$ cat config.mk
export PLATFORM = sky130hd
export DESIGN_NAME = fetch_unit
export DESIGN_NICKNAME = d
export VERILOG_FILES = /design/src/rtl/fetch_unit.sv
export SDC_FILE = /design/constraint.sdc
export NUM_CORES = 1
export LEC_CHECK = 0
export BUFFER_PORTS_ARGS = -buffer_cell sky130_fd_sc_hd__buf_2
export CAP_MARGIN = 20
export CORE_ASPECT_RATIO = 1.1
export CORE_MARGIN = 2
export CORE_UTILIZATION = 57
export CTS_BUF_LIST = sky130_fd_sc_hd__clkbuf_8
export DETAILED_ROUTE_END_ITERATION = 8
export HOLD_SLACK_MARGIN = 0.05
export PLACE_DENSITY = 0.9
export SYNTH_ARGS = -nofsm -noshare
export SYNTH_HDL_FRONTEND = slang
export SYNTH_SLANG_ARGS = --single-unit
$ cat constraint.sdc
create_clock -name clk_i -period 6.6 [get_ports clk_i]
set_input_delay 1.32 -clock clk_i [delete_from_list [all_inputs] [get_ports clk_i]]
set_output_delay 1.32 -clock clk_i [all_outputs]
set_load 0.05 [all_outputs]
$ cat src/rtl/fetch_unit.sv
// rtl/fetch_unit.sv - instruction fetch stage with single-outstanding imem requests and a {pc, instr} queue
//
// Ports:
//   clk_i, rst_i                   clock, synchronous active-high reset
//   stall_i                        IF/ID not accepting; head entry is held
//   redirect_i, redirect_pc_i      branch redirect from ID; flush and refetch from target
//   imem_req_o, imem_addr_o        registered fetch request and address
//   imem_ack_i, imem_data_i        request completion and returned word
//   instr_valid_o, instr_o, pc_o   head of the fetch queue toward IF/ID

module fetch_unit #(
  parameter logic [31:0] RESET_PC  = 32'h0000_0000,
  parameter int          DEPTH     = 2,
  parameter logic [31:0] NOP_INSTR = 32'h0000_0013
) (
  input  logic        clk_i,
  input  logic        rst_i,
  input  logic        stall_i,
  input  logic        redirect_i,
  input  logic [31:0] redirect_pc_i,
  output logic        imem_req_o,
  output logic [31:0] imem_addr_o,
  input  logic        imem_ack_i,
  input  logic [31:0] imem_data_i,
  output logic        instr_valid_o,
  output logic [31:0] instr_o,
  output logic [31:0] pc_o
);

  localparam int PTR_W = $clog2(DEPTH);
  localparam int CNT_W = $clog2(DEPTH + 1);

  typedef enum logic [0:0] {
    S_RUN  = 1'b0,
    S_DROP = 1'b1
  } state_e;

  state_e             state_q, state_d;
  logic [31:0]        fetch_pc_q, fetch_pc_d;
  logic               req_q, req_d;
  logic [31:0]        addr_q, addr_d;
  logic [PTR_W-1:0]   rd_ptr_q, rd_ptr_d;
  logic [PTR_W-1:0]   wr_ptr_q, wr_ptr_d;
  logic [CNT_W-1:0]   count_q, count_d;
  logic [31:0]        pc_mem_q    [DEPTH];
  logic [31:0]        instr_mem_q [DEPTH];

  logic ack;
  logic valid;
  logic pop;
  logic push_en;
  logic outstanding_d;

  function automatic logic [PTR_W-1:0] ptr_inc(input logic [PTR_W-1:0] p);
    if (p == PTR_W'(DEPTH - 1)) begin
      return '0;
    end
    return p + PTR_W'(1);
  endfunction

  always_comb begin
    state_d    = state_q;
    fetch_pc_d = fetch_pc_q;
    req_d      = req_q;
    addr_d     = addr_q;
    rd_ptr_d   = rd_ptr_q;
    wr_ptr_d   = wr_ptr_q;
    count_d    = count_q;

    ack   = req_q & imem_ack_i;
    valid = (count_q != '0);
    // A redirect flushes the queue regardless of stall, so it suppresses pop and push.
    pop     = valid & ~stall_i & ~redirect_i;
    push_en = (state_q == S_RUN) & ack & ~redirect_i;

    case (state_q)
      S_RUN:  if (redirect_i && req_q && !imem_ack_i) state_d = S_DROP;
      S_DROP: if (ack) state_d = S_RUN;
      default: state_d = S_RUN;
    endcase

    if (redirect_i) begin
      rd_ptr_d   = '0;
      wr_ptr_d   = '0;
      count_d    = '0;
      fetch_pc_d = redirect_pc_i & ~32'h0000_0003;
    end else begin
      if (pop)     rd_ptr_d = ptr_inc(rd_ptr_q);
      if (push_en) wr_ptr_d = ptr_inc(wr_ptr_q);
      count_d = count_q + CNT_W'(push_en) - CNT_W'(pop);
    end

    // Reserve a queue slot for every in-flight request so a push can never hit a full queue.
    outstanding_d = req_q & ~imem_ack_i;
    if (!outstanding_d) begin
      if (count_d < CNT_W'(DEPTH)) begin
        req_d      = 1'b1;
        addr_d     = fetch_pc_d;
        fetch_pc_d = fetch_pc_d + 32'd4;
      end else begin
        req_d = 1'b0;
      end
    end
  end

  always_ff @(posedge clk_i) begin
    if (rst_i) begin
      state_q    <= S_RUN;
      fetch_pc_q <= RESET_PC;
      req_q      <= 1'b0;
      addr_q     <= RESET_PC;
      rd_ptr_q   <= '0;
      wr_ptr_q   <= '0;
      count_q    <= '0;
    end else begin
      state_q    <= state_d;
      fetch_pc_q <= fetch_pc_d;
      req_q      <= req_d;
      addr_q     <= addr_d;
      rd_ptr_q   <= rd_ptr_d;
      wr_ptr_q   <= wr_ptr_d;
      count_q    <= count_d;
    end
  end

  // Queue storage needs no reset; entries are only visible while count_q covers them.
  always_ff @(posedge clk_i) begin
    if (!rst_i && push_en) begin
      pc_mem_q[wr_ptr_q]    <= addr_q;
      instr_mem_q[wr_ptr_q] <= imem_data_i;
    end
  end

  assign imem_req_o    = req_q;
  assign imem_addr_o   = addr_q;
  assign instr_valid_o = valid;
  assign instr_o       = valid ? instr_mem_q[rd_ptr_q] : NOP_INSTR;
  assign pc_o          = valid ? pc_mem_q[rd_ptr_q] : 32'h0000_0000;

endmodule

Word level (Yosys, flattened, before mapping):

Memories as Yosys holds them, arrays and structs flattened. A register that Yosys moved wholly into a read port is not among the register bits.
Cells that the tools add are included.

* memories: 2
* bits in read-only memories: 0
* flip-flop bits (word level): 70
* bits in writable memories: 128
* output and inout bits: 98
* input bits: 69
* latch bits: 0
* logic and storage cells: 60

* shift-type cells: 0
* eq/ne operators: 0
* $mul: 0
* bitwise logic cells: 11
* order comparisons: 1
* add/sub/neg operators: 5
* reduce and logical (&&, ||, !) cells: 8
* divide/modulo/power cells: 0
* multiplexer cells: 26

Memories
* instr_mem_q: words 2, width 32, read ports 1, clocked after Yosys merged registers in 1, write ports 1, RTL line 46 `logic [31:0] instr_mem_q [DEPTH];`
* pc_mem_q: words 2, width 32, read ports 1, clocked after Yosys merged registers in 1, write ports 1, RTL line 45 `logic [31:0] pc_mem_q [DEPTH];`

Operator list (count)
* 32-bit two-way mux: 5
* 32-bit by 3-bit adder with 32-bit output (second input constant): 1
* 1-bit two-way mux: 19
* 1-bit bitwise AND: 6
* 1-bit NOT: 5
* 1-bit logical AND: 3
* 1-bit adder (second input constant): 2
* 2-bit by 1-bit adder with 2-bit output: 1
* 1-bit logical NOT: 2
* 2-bit less-than comparator (second input constant): 1
* 2-bit two-way mux: 1
* 1-bit one-hot mux with 2 select lines: 1
* 2-bit AND reduction: 1
* 2-bit nonzero test: 1
* 2-bit OR reduction: 1
* 2-bit by 1-bit subtractor with 2-bit output: 1

Longest topological paths before layout:

Gate-level depths: netlist (run 1).

* depth in word-level cells: 9
* mapped depth: 16
* mapped depth without buffers: 11

Worst setup path after synthesis (run 1):

No wires, ideal clock.

* kind: in2reg
* start: in redirect_i
* end: mem instr_mem_q[0][0] (enable)
* path slack: 1.119 ns
* stages: 8
* library setup time: 0.486 ns
* arrival time: 4.995 ns
* required time: 6.114 ns
* buffers on the path: 5
* path through: buf_6 -> buf_6 -> buf_6 -> buf_4 -> buf_2 -> nor2_1 -> nand2_1 -> nor2_1

* longest elaborated chain between the ends: 5

Ends and longest elaborated chain
* start, declared: RTL line 19 `input logic redirect_i,`
* 1-bit NOT: RTL line 74 `push_en = (state_q == S_RUN) & ack & ~redirect_i;`
* 1-bit bitwise AND: RTL line 74
* 1-bit logical AND: RTL line 128 `if (!rst_i && push_en) begin`
* 1-bit two-way mux: RTL line 128
* 1-bit two-way mux (not written as such): RTL line 130 `instr_mem_q[wr_ptr_q] <= imem_data_i;`
* end, declared: RTL line 46

Every way passes these cells.

Final worst setup path (run 1):

* start: in redirect_i
* end: reg fetch_pc_q[16]

* longest elaborated chain between the ends: 8
* elaborated cells between the ends (all ways): 11
* classes of those cells: 3 x add/sub; 1 x order compare; 4 x mux; 3 x bitwise

Ends and longest elaborated chain
* 1-bit NOT: RTL line 73, 74
* 1-bit bitwise AND: RTL line 74
* 2-bit by 1-bit adder with 2-bit output: RTL line 90 `count_d = count_q + CNT_W'(push_en) - CNT_W'(pop);`
* 2-bit by 1-bit subtractor with 2-bit output: RTL line 90
* 2-bit two-way mux: RTL line 82 `if (redirect_i) begin`
* 2-bit less-than comparator: RTL line 96 `if (count_d < CNT_W'(DEPTH)) begin`
* 32-bit two-way mux: RTL line 96
* 32-bit two-way mux (*): RTL line 95 `if (!outstanding_d) begin`
* end signal, assigned: RTL line 117 `fetch_pc_q <= fetch_pc_d;`
* end, declared: RTL line 39 `logic [31:0] fetch_pc_q, fetch_pc_d;`

Mark *: on every way between the ends. The rest lies on a longest branch, timed or not.
A chain may end at the register's enable or synchronous reset.

==> reports/summary.log, run 1 <==
[run_status] outcome finished, final reports clean
[global_route] antenna violations before repair 0
[sta] maximum frequency from static timing analysis 216.9 MHz
[cts] clock tree root buffer cell sky130_fd_sc_hd__clkbuf_8
[sta] # setup viols final 0
[cts] number of hold-repair buffers added at the cts stage 0
[cts] number of buffers created by CTS 17
[placement] detailed-placement wirelength estimate 10970 µm
[sta] final worst path period need 4.609 ns
[cts] maximum count of clock buffers along a single path 2
[power_and_ir_drop] Max IR drop VDD 114.6 µV
[min_path] path category of the worst min-delay check flip-flop to flip-flop
[floorplanning] starting utilization of the core area 0.5783
[floorplanning] die height 130.2 µm
[placement] port bufs 164
[sta] setup clock skew after layout 0.01204 ns
[yosys] fraction of the yosys area taken by sequential cells 0.6379
[floorplanning] area of the die 15460 µm²
[worst_setup_path] endpoint kind of the worst setup timing path flip-flop
[floorplanning] x dimension of the die 118.7 µm
[yosys] top cells by area, synth sky130_fd_sc_hd__edfxtp_1 (47%), sky130_fd_sc_hd__dfxtp_1 (17%), sky130_fd_sc_hd__mux2i_1 (11%)
[yosys] post-synthesis average cell area 12.86 µm²
[sta] final hold viol count 0
[worst_setup_path] critical-path maximum fanout 74
[floorplanning] core area 14270 µm²
[cells_and_area] synthesis-to-layout area growth 17.33%
[detailed_routing] total wirelength of the detailed-routed design 16750 µm
[yosys] most repeated cell in the gate-level netlist after synthesis sky130_fd_sc_hd__edfxtp_1
[worst_setup_path] type of origin of the critical path input port
[yosys] post-synth top area cell sky130_fd_sc_hd__edfxtp_1
[detailed_routing] routed length per placed instance 16.76 µm
[cts] buffer count from post-CTS setup fixing 0
[detailed_routing] Remaining DRCs 0
[worst_setup_path] capture point of the worst reg-to-reg path fetch_pc_q[16]
[min_path] Cells on Worst Hold Path 1
[worst_setup_path] setup slack on the worst flop-to-flop path 2.78 ns
[yosys] fraction of post-synthesis cell area in the top cell type by area 0.4657
[global_route] first-pass GRT wire length 26070 µm
[cells_and_area] share of post-route cells with drive strength above 1 0.2751
[yosys] top_reg_cell synth sky130_fd_sc_hd__edfxtp_1
[detailed_routing] number of violations reported at the end of detailed-routing iteration 0 416
[worst_setup_path] data arrival time of the critical path 4.99 ns
[worst_setup_path] depth of the most critical reg-to-reg path 12
[yosys] list of most frequent post-synthesis cells sky130_fd_sc_hd__edfxtp_1 (128), sky130_fd_sc_hd__nor2_1 (110), sky130_fd_sc_hd__mux2i_1 (93)
[cts] quantity of gates resized following cts 0
[placement] Placer Congestion 0.8032
[job] max cap viols 0
[cts] CTS H-tree lvls 4
[sta] Max Transition Viols Final 0
[cts] TritonCTS clock tree built
[sta] RSZ-0062 raised after global routing false
[floorplanning] io pins 167
[yosys] distinct cell type count of the synthesized netlist 52
[yosys] Synth Instances 642
[worst_setup_path] start of the worst register-to-register path imem_req_o
[placement] Placement Setup Slack 1.568 ns
[floorplanning] floorplan row count 46
[global_route] largest net degree at the start of global routing 75
[yosys] number of storage elements in the synthesis netlist 199
[yosys] number of nets in the synthesized netlist 714
[cts] later-pin clock latency in the skew report 0.46 ns
[cells_and_area] area of the multi-input gates 2798 µm²
[min_path] Worst Hold End fetch_pc_q[1]
[detailed_routing] 1st-pass router iterations 5
[sta] Least-Margin Pin Slew 0.8821 ns
[power_and_ir_drop] static leakage 3.734 nW
[cells_and_area] net count reported at finish 866
[min_path] hold wc startpoint fetch_pc_q[1]
[cells_and_area] # diodes 0
[cells_and_area] sequential standard cell area 5269 µm²
[cts] sink count of the clock tree 199
[global_route] Remaining Overflow, GRT 0
[yosys] netlist area before placement 8254 µm²
[worst_setup_path] endpoint required time on the critical path 6.99 ns
[power_and_ir_drop] power density over the cells 254.1 nW/µm²
[cells_and_area] number of fill cells in the layout 1070
[yosys] share of flip-flops with an asynchronous set or reset after synthesis 0
[detailed_routing] antenna-violating nets left 0
[detailed_routing] via count of the routed design 5530
[global_route] vias in the first global route 5149
[sta] relative slew slack 0.4102
[detailed_routing] post-DR vias/cell 5.536
[yosys] Post-synth EDFFs 128
[sta] final total negative setup slack 0 ns
[worst_setup_path] type of the worst setup path input port to flip-flop
[sta] smallest setup slack after layout 1.991 ns
[sta] fin crit share 0.6984
[yosys] warnings from Yosys 0
[cts] clock-pin slew on the worst setup and hold paths 0.09 ns
[global_route] Total Routing Usage GR 0.2173
[kinds of logic (layout without fill, tap and decap cells)]
| kind of cell | count (synthesis) | count (layout) | synth area share |
|---|---|---|---|
| flip-flops | 199 | 199 | 0.6379 |
| multiplexers | 97 | 97 | 0.1182 |
| AND/OR/NAND/NOR | 213 | 213 | 0.1299 |
| buffers and inverters | 47 | 212 | 0.02653 |
| XOR/XNOR | 11 | 11 | 0.01349 |
| adder cells (fa/ha/maj) | 3 | 3 | 0.004548 |
| AO/OA/AOI/OAI | 72 | 72 | 0.06942 |
[layout by cell type, fill, tap and decap left out, drive strengths merged, types with 7 or more instances in the layout]
cell type	count
buf	172
inv	11
nor2	110
and2	7
edfxtp	128
mux2i	93
nor3	23
nand2	13
xnor2	8
dfxtp	71
nand3	12
o31a	7
a211oi	37
clkbuf	20
nor4	10
[sequential cells by signal, summed over array words and instances (netlist names), named ones only]
| register | count |
|---|---|
| pc_mem_q | 64 |
| count_q | 2 |
| fetch_pc_q | 32 |
| imem_addr_o | 32 |
| rd_ptr_q | 1 |
| state_q | 1 |
| wr_ptr_q | 1 |
| imem_req_o | 1 |
| instr_mem_q | 64 |
[layer usage]
metal  wire length, µm  share of wire  GRT usage
met1              7211           0.43     0.2824
met2              7972           0.48     0.3475
met3              1136          0.068    0.06031
met4               426          0.025    0.09104
met5                 0              0          0
[per-stage QoR]
step | hold slack, ns | util | std cells | power (mW) | cell area [µm²]
2_1_floorplan | 0.4289 | - | 642 | 1.600 | 8254
3_3_place_gp | 0.4472 | 0.6447 | 965 | 1.667 | 9203
3_5_place_dp | 0.4452 | 0.6447 | 965 | 1.677 | 9203
4_1_cts | 0.4667 | 0.6746 | 997 | 2.474 | 9629
5_1_grt | 0.4851 | 0.6785 | 999 | 2.543 | 9684
6_report | 0.4697 | 0.6785 | 999 | 2.461 | 9684
[area by class of cell]
type	count	area share
clock inverter	12	0.01563
multi-input combinational	396	0.2889
inverter	8	0.003101
sequential	199	0.5441
timing repair buffer	172	0.09509
tap	192	0.02481
clock buffer	20	0.02842
[worst max-delay path by stage]
stage / end / cells after the start / slack [ns] / startpoint
after global routing: fetch_pc_q[16] / 12 / 1.80 / redirect_i
after floorplan: instr_mem_q[0][0] / 8 / 1.12 / redirect_i
after global placement: fetch_pc_q[16] / 12 / 1.66 / redirect_i
after CTS: fetch_pc_q[16] / 12 / 2.06 / redirect_i
after detailed placement: fetch_pc_q[16] / 12 / 1.57 / redirect_i
final: fetch_pc_q[16] / 12 / 1.99 / redirect_i
[critical path: stages]
cell,delay [ns]
sky130_fd_sc_hd__buf_2,0.42
sky130_fd_sc_hd__inv_1,0.31
sky130_fd_sc_hd__nand2_1,0.13
sky130_fd_sc_hd__ha_1,0.23
sky130_fd_sc_hd__inv_1,0.06
sky130_fd_sc_hd__ha_1,0.15
sky130_fd_sc_hd__xor3_1,0.40
sky130_fd_sc_hd__a21oi_4,0.18
sky130_fd_sc_hd__buf_4,0.57
sky130_fd_sc_hd__nand2_2,0.36
sky130_fd_sc_hd__or4_1,0.60
sky130_fd_sc_hd__a211oi_2,0.23
[power by group]
part / internal, mW / switching [mW] / leakage, nW / total (mW)
logic: 0.0768 / 0.182 / 1.75 / 0.259
registers: 1.36 / 0.0281 / 1.77 / 1.39
clock network: 0.404 / 0.406 / 0.214 / 0.810
(Power assumes the default switching activity.)
==> inputs of run 2 (changes only) <==
Settings changed: ABC_AREA set to 1.
Clock period 6.6 ns to 4.8 ns, I/O delays scaled along.
==> run 2 against run 1 <==
- worst setup slack got worse by 0.32 ns
- critical endpoint is now imem_addr_o[7]
- global-route usage is 1.4 points higher
- total power up 33%
- sequential power grew 37%
- clock skew shrank 0.0038 ns
- critical path type unchanged
- final area grew 1.1%
- highest routed layer unchanged
- first-iteration DRC count grew 11%
- worst hold slack worse by 0.0093 ns
==> reports/summary.log, run 2 <==
[cts] maximum count of clock buffers along a single path 2 [unchanged]
[power_and_ir_drop] switching portion of total power 0.2655 [+0.01497]
[worst_setup_path] data arrival time of the critical path 3.50 ns [-1.49 ns]
[cts] number of buffers created by CTS 17 [unchanged]
[global_route] Total Routing Usage GR 0.2310 [+0.01369]
[sta] maximum frequency from static timing analysis 319.8 MHz
[floorplanning] die height 132.2 µm [+1.5%]
[floorplanning] core area 14500 µm² [+1.6%]
[global_route] first-pass GRT wire length 29350 µm [+13%]
[detailed_routing] post-DR vias/cell 5.144 [-7.1%]
[power_and_ir_drop] clock network power share 0.300 [-0.029]
[global_route] vias in the first global route 6166 [+20%]
[cts] buffer count from post-CTS setup fixing 0 [unchanged]
[cts] later-pin clock latency in the skew report 0.46 ns [about the same]
[sta] final hold viol count 0 [unchanged]
[cts] number of hold-repair buffers added at the cts stage 0 [unchanged]
[power_and_ir_drop] Max IR drop VDD 145.5 µV [+27%]
[yosys] Post-synth EDFFs 128 [unchanged]
[power_and_ir_drop] power density over the cells 334.4 nW/µm² [+32%]
[placement] Placer Congestion 0.8945 [+11%]
[power_and_ir_drop] static leakage 4.283 nW [+15%]
[detailed_routing] Remaining DRCs 0 [unchanged]
[power_and_ir_drop] Gate power share 0.116 [+0.011]
[floorplanning] area of the die 15940 µm² [+3.1%]
[cells_and_area] number of fill cells in the layout 1153 [+7.8%]
[cells_and_area] final core utilization 0.6753 [-0.003178]
[detailed_routing] routed length per placed instance 14.42 µm [-14%]
[yosys] fraction of the yosys area taken by sequential cells 0.6180 [-0.01986]
[yosys] number of storage elements in the synthesis netlist 199 [unchanged]
[floorplanning] starting utilization of the core area 0.5874 [+0.009110]
[yosys] list of most frequent post-synthesis cells sky130_fd_sc_hd__nand2_1 (307), sky130_fd_sc_hd__edfxtp_1 (128), sky130_fd_sc_hd__nor2_1 (106)
[sta] RSZ-0062 raised after global routing false
[job] max cap viols 0 [unchanged]
[yosys] share of flip-flops with an asynchronous set or reset after synthesis 0 [unchanged]
[sta] Max Transition Viols Final 0 [unchanged]
[yosys] fraction of post-synthesis cell area in the top cell type by area 0.4512 [-0.01450]
[worst_setup_path] endpoint required time on the critical path 5.17 ns [-1.82 ns]
[cts] quantity of gates resized following cts 0 [unchanged]
[worst_setup_path] endpoint kind of the worst setup timing path flip-flop
[sta] setup clock skew after layout 0.008275 ns [-0.003763 ns]
[global_route] antenna violations before repair 0 [unchanged]
[yosys] post-synthesis average cell area 9.210 µm² [-28%]
[detailed_routing] number of violations reported at the end of detailed-routing iteration 0 462 [+11%]
[detailed_routing] met3 routed WL 1158 µm [+1.9%]
[placement] instance area at placement 9404 µm² [+2.2%]
[cts] CTS H-tree lvls 4 [unchanged]
[detailed_routing] 1st-pass router iterations 6 [+1]
[floorplanning] floorplan row count 46 [unchanged]
[cts] sink count of the clock tree 199 [unchanged]
[sta] final hold slack 0.4604 ns [-0.009275 ns]
[yosys] top_reg_cell synth sky130_fd_sc_hd__edfxtp_1
[worst_setup_path] critical-path maximum fanout 35 [-53%]
[detailed_routing] top routing layer used met4
[placement] port bufs 164 [unchanged]
[worst_setup_path] type of the worst setup path input port to flip-flop
[yosys] top cells by area, synth sky130_fd_sc_hd__edfxtp_1 (45%), sky130_fd_sc_hd__dfxtp_1 (17%), sky130_fd_sc_hd__nand2_1 (14%)
[cells_and_area] leading registers by flop count instr_mem_q: 64 flops, pc_mem_q: 64 flops
[floorplanning] x dimension of the die 120.6 µm [+1.5%]
[yosys] netlist area before placement 8519 µm² [+3.2%]
[yosys] post-synth top area cell sky130_fd_sc_hd__edfxtp_1
[worst_setup_path] type of origin of the critical path input port
[yosys] number of nets in the synthesized netlist 997 [+40%]
[cells_and_area] # diodes 0 [unchanged]
[cells_and_area] synthesis-to-layout area growth 14.97%
[yosys] Synth Instances 925 [+44%]
[sta] # setup viols final 0 [unchanged]
[yosys] most repeated cell in the gate-level netlist after synthesis sky130_fd_sc_hd__nand2_1
[cts] clock tree root buffer cell sky130_fd_sc_hd__clkbuf_8
[detailed_routing] via count of the routed design 6574 [+19%]
[yosys] distinct cell type count of the synthesized netlist 31 [-40%]
[cells_and_area] net count reported at finish 1145 [+32%]
[cts] clock-pin slew on the worst setup and hold paths 0.09 ns [about the same]
[sta] Least-Margin Pin Slew 0.9553 ns [+0.07324 ns]
[power_and_ir_drop] reported net switching power 869.5 µW [+41%]
[power_and_ir_drop] Reg power frac 0.584 [+0.018]
[power_and_ir_drop] internal power 2.406 mW [+30%]
[detailed_routing] total wirelength of the detailed-routed design 18430 µm [+10%]
[detailed_routing] antenna-violating nets left 0 [unchanged]
[sta] final worst path period need 3.127 ns
[detailed_routing] sum of met2 wire segment lengths after detailed routing 9068 µm [+14%]
[power_and_ir_drop] total power after layout 3.275 mW [+33%]
[cells_and_area] top library cells by usage in the layout, fill and taps aside sky130_fd_sc_hd__nand2_1 (307), sky130_fd_sc_hd__buf_2 (164), sky130_fd_sc_hd__edfxtp_1 (128)
[yosys] warnings from Yosys 0 [unchanged]
[placement] detailed-placement wirelength estimate 12190 µm [+11%]
[sta] final total negative setup slack 0 ns [unchanged]
[sta] fin crit share 0.6514
[global_route] Remaining Overflow, GRT 0 [unchanged]
[cells_and_area] Finished Cell Area 9794 µm² [+1.1%]
[sta] relative slew slack 0.3624 [-0.04776]
[global_route] largest net degree at the start of global routing 65 [-13%]
[cells_and_area] share of post-route cells with drive strength above 1 0.2228 [-0.05226]
[cts] TritonCTS clock tree built
[detailed_routing] wire length on met1 7605 µm [+5.5%]
[run_status] outcome finished, final reports clean
[cells_and_area] commonest non-fill, non-tap cell in the layout sky130_fd_sc_hd__nand2_1
[min_path] path category of the worst min-delay check flip-flop to flip-flop
[floorplanning] io pins 167 [unchanged]
-- run 2: cell count changes in the layout (fill, tap and decap cells not counted), moves of 8 or more --
cell | previous run | this run
sky130_fd_sc_hd__a211oi_1 | 34 | 25
sky130_fd_sc_hd__o21ai_1 | 1 | 11
sky130_fd_sc_hd__mux2i_1 | 93 | 1
sky130_fd_sc_hd__nand2_1 | 11 | 307
sky130_fd_sc_hd__nand2_2 | 2 | 11
sky130_fd_sc_hd__inv_1 | 10 | 67
sky130_fd_sc_hd__a21oi_1 | 5 | 77
sky130_fd_sc_hd__o21ai_0 | 3 | 17
sky130_fd_sc_hd__xnor2_1 | 8 | 0
sky130_fd_sc_hd__nor3_1 | 23 | 5
sky130_fd_sc_hd__nor4_1 | 9 | 0
-- run 2: area by class of cell --
cell class	instances	area (µm²)	area share
Timing Repair Buffer	172	893.4	0.09121
Clock buffer	19	261.5	0.02670
Clock inverter	13	108.9	0.01111
Tap cell	192	240.2	0.02453
Sequential cell	199	5266	0.5377
Multi-Input combinational cell	611	2749	0.2807
Inverter	72	275.3	0.02810
-- run 2: worst max-delay path: stages --
cell	delay, ns
sky130_fd_sc_hd__buf_2	0.19
sky130_fd_sc_hd__inv_6	0.25
sky130_fd_sc_hd__nand2_1	0.13
sky130_fd_sc_hd__ha_1	0.28
sky130_fd_sc_hd__inv_1	0.04
sky130_fd_sc_hd__ha_1	0.17
sky130_fd_sc_hd__nand3b_1	0.16
sky130_fd_sc_hd__nand3_1	0.13
sky130_fd_sc_hd__nand2_4	0.19
sky130_fd_sc_hd__inv_2	0.43
sky130_fd_sc_hd__buf_4	0.31
sky130_fd_sc_hd__nor2_1	0.06
sky130_fd_sc_hd__a211oi_1	0.17
-- run 2: stage by stage --
stage / cells / setup slack [ns]
global route: 1278 / 1.461
floorplan: 925 / -1.759
finish: 1278 / 1.673
CTS: 1277 / 1.534
detailed placement: 1245 / 1.235
global placement: 1245 / 1.311
-- run 2: cell families after synthesis --
family                   after synthesis  share of synthesized area
AND/OR/NAND/NOR                      474                     0.2288
AO/OA/AOI/OAI                        133                    0.08621
buffers and inverters                115                    0.06139
flip-flops                           199                     0.6180
adder cells (fa/ha/maj)                3                   0.004406
multiplexers                           1                   0.001175
-- run 2: per-layer routing --
layer,vias up,global-route usage
met5,-,0
met4,0,0.1059
met3,44,0.04022
met2,215,0.3898
met1,2980,0.2893
li1,3335,-
-- run 2: power by group through the flow --
stage / sequential (mW) / clock (mW) / combinational (mW)
2_1_floorplan: 2.02 / 0 / 0.204
3_3_place_gp: 1.95 / 0 / 0.368
3_5_place_dp: 1.95 / 0 / 0.378
4_1_cts: 1.91 / 1.00 / 0.380
5_1_grt: 1.92 / 1.07 / 0.415
6_report: 1.91 / 0.983 / 0.381
-- run 2: path summary, 6_finish.rpt --
check                      from  cells past startpoint              to  slack [ns]
setup / recovery     redirect_i                     13  imem_addr_o[7]        1.67
hold / removal    fetch_pc_q[1]                      2   fetch_pc_q[1]        0.46
setup reg to reg     imem_req_o                     13  imem_addr_o[7]        1.94
hold reg to reg   fetch_pc_q[1]                      2   fetch_pc_q[1]        0.46
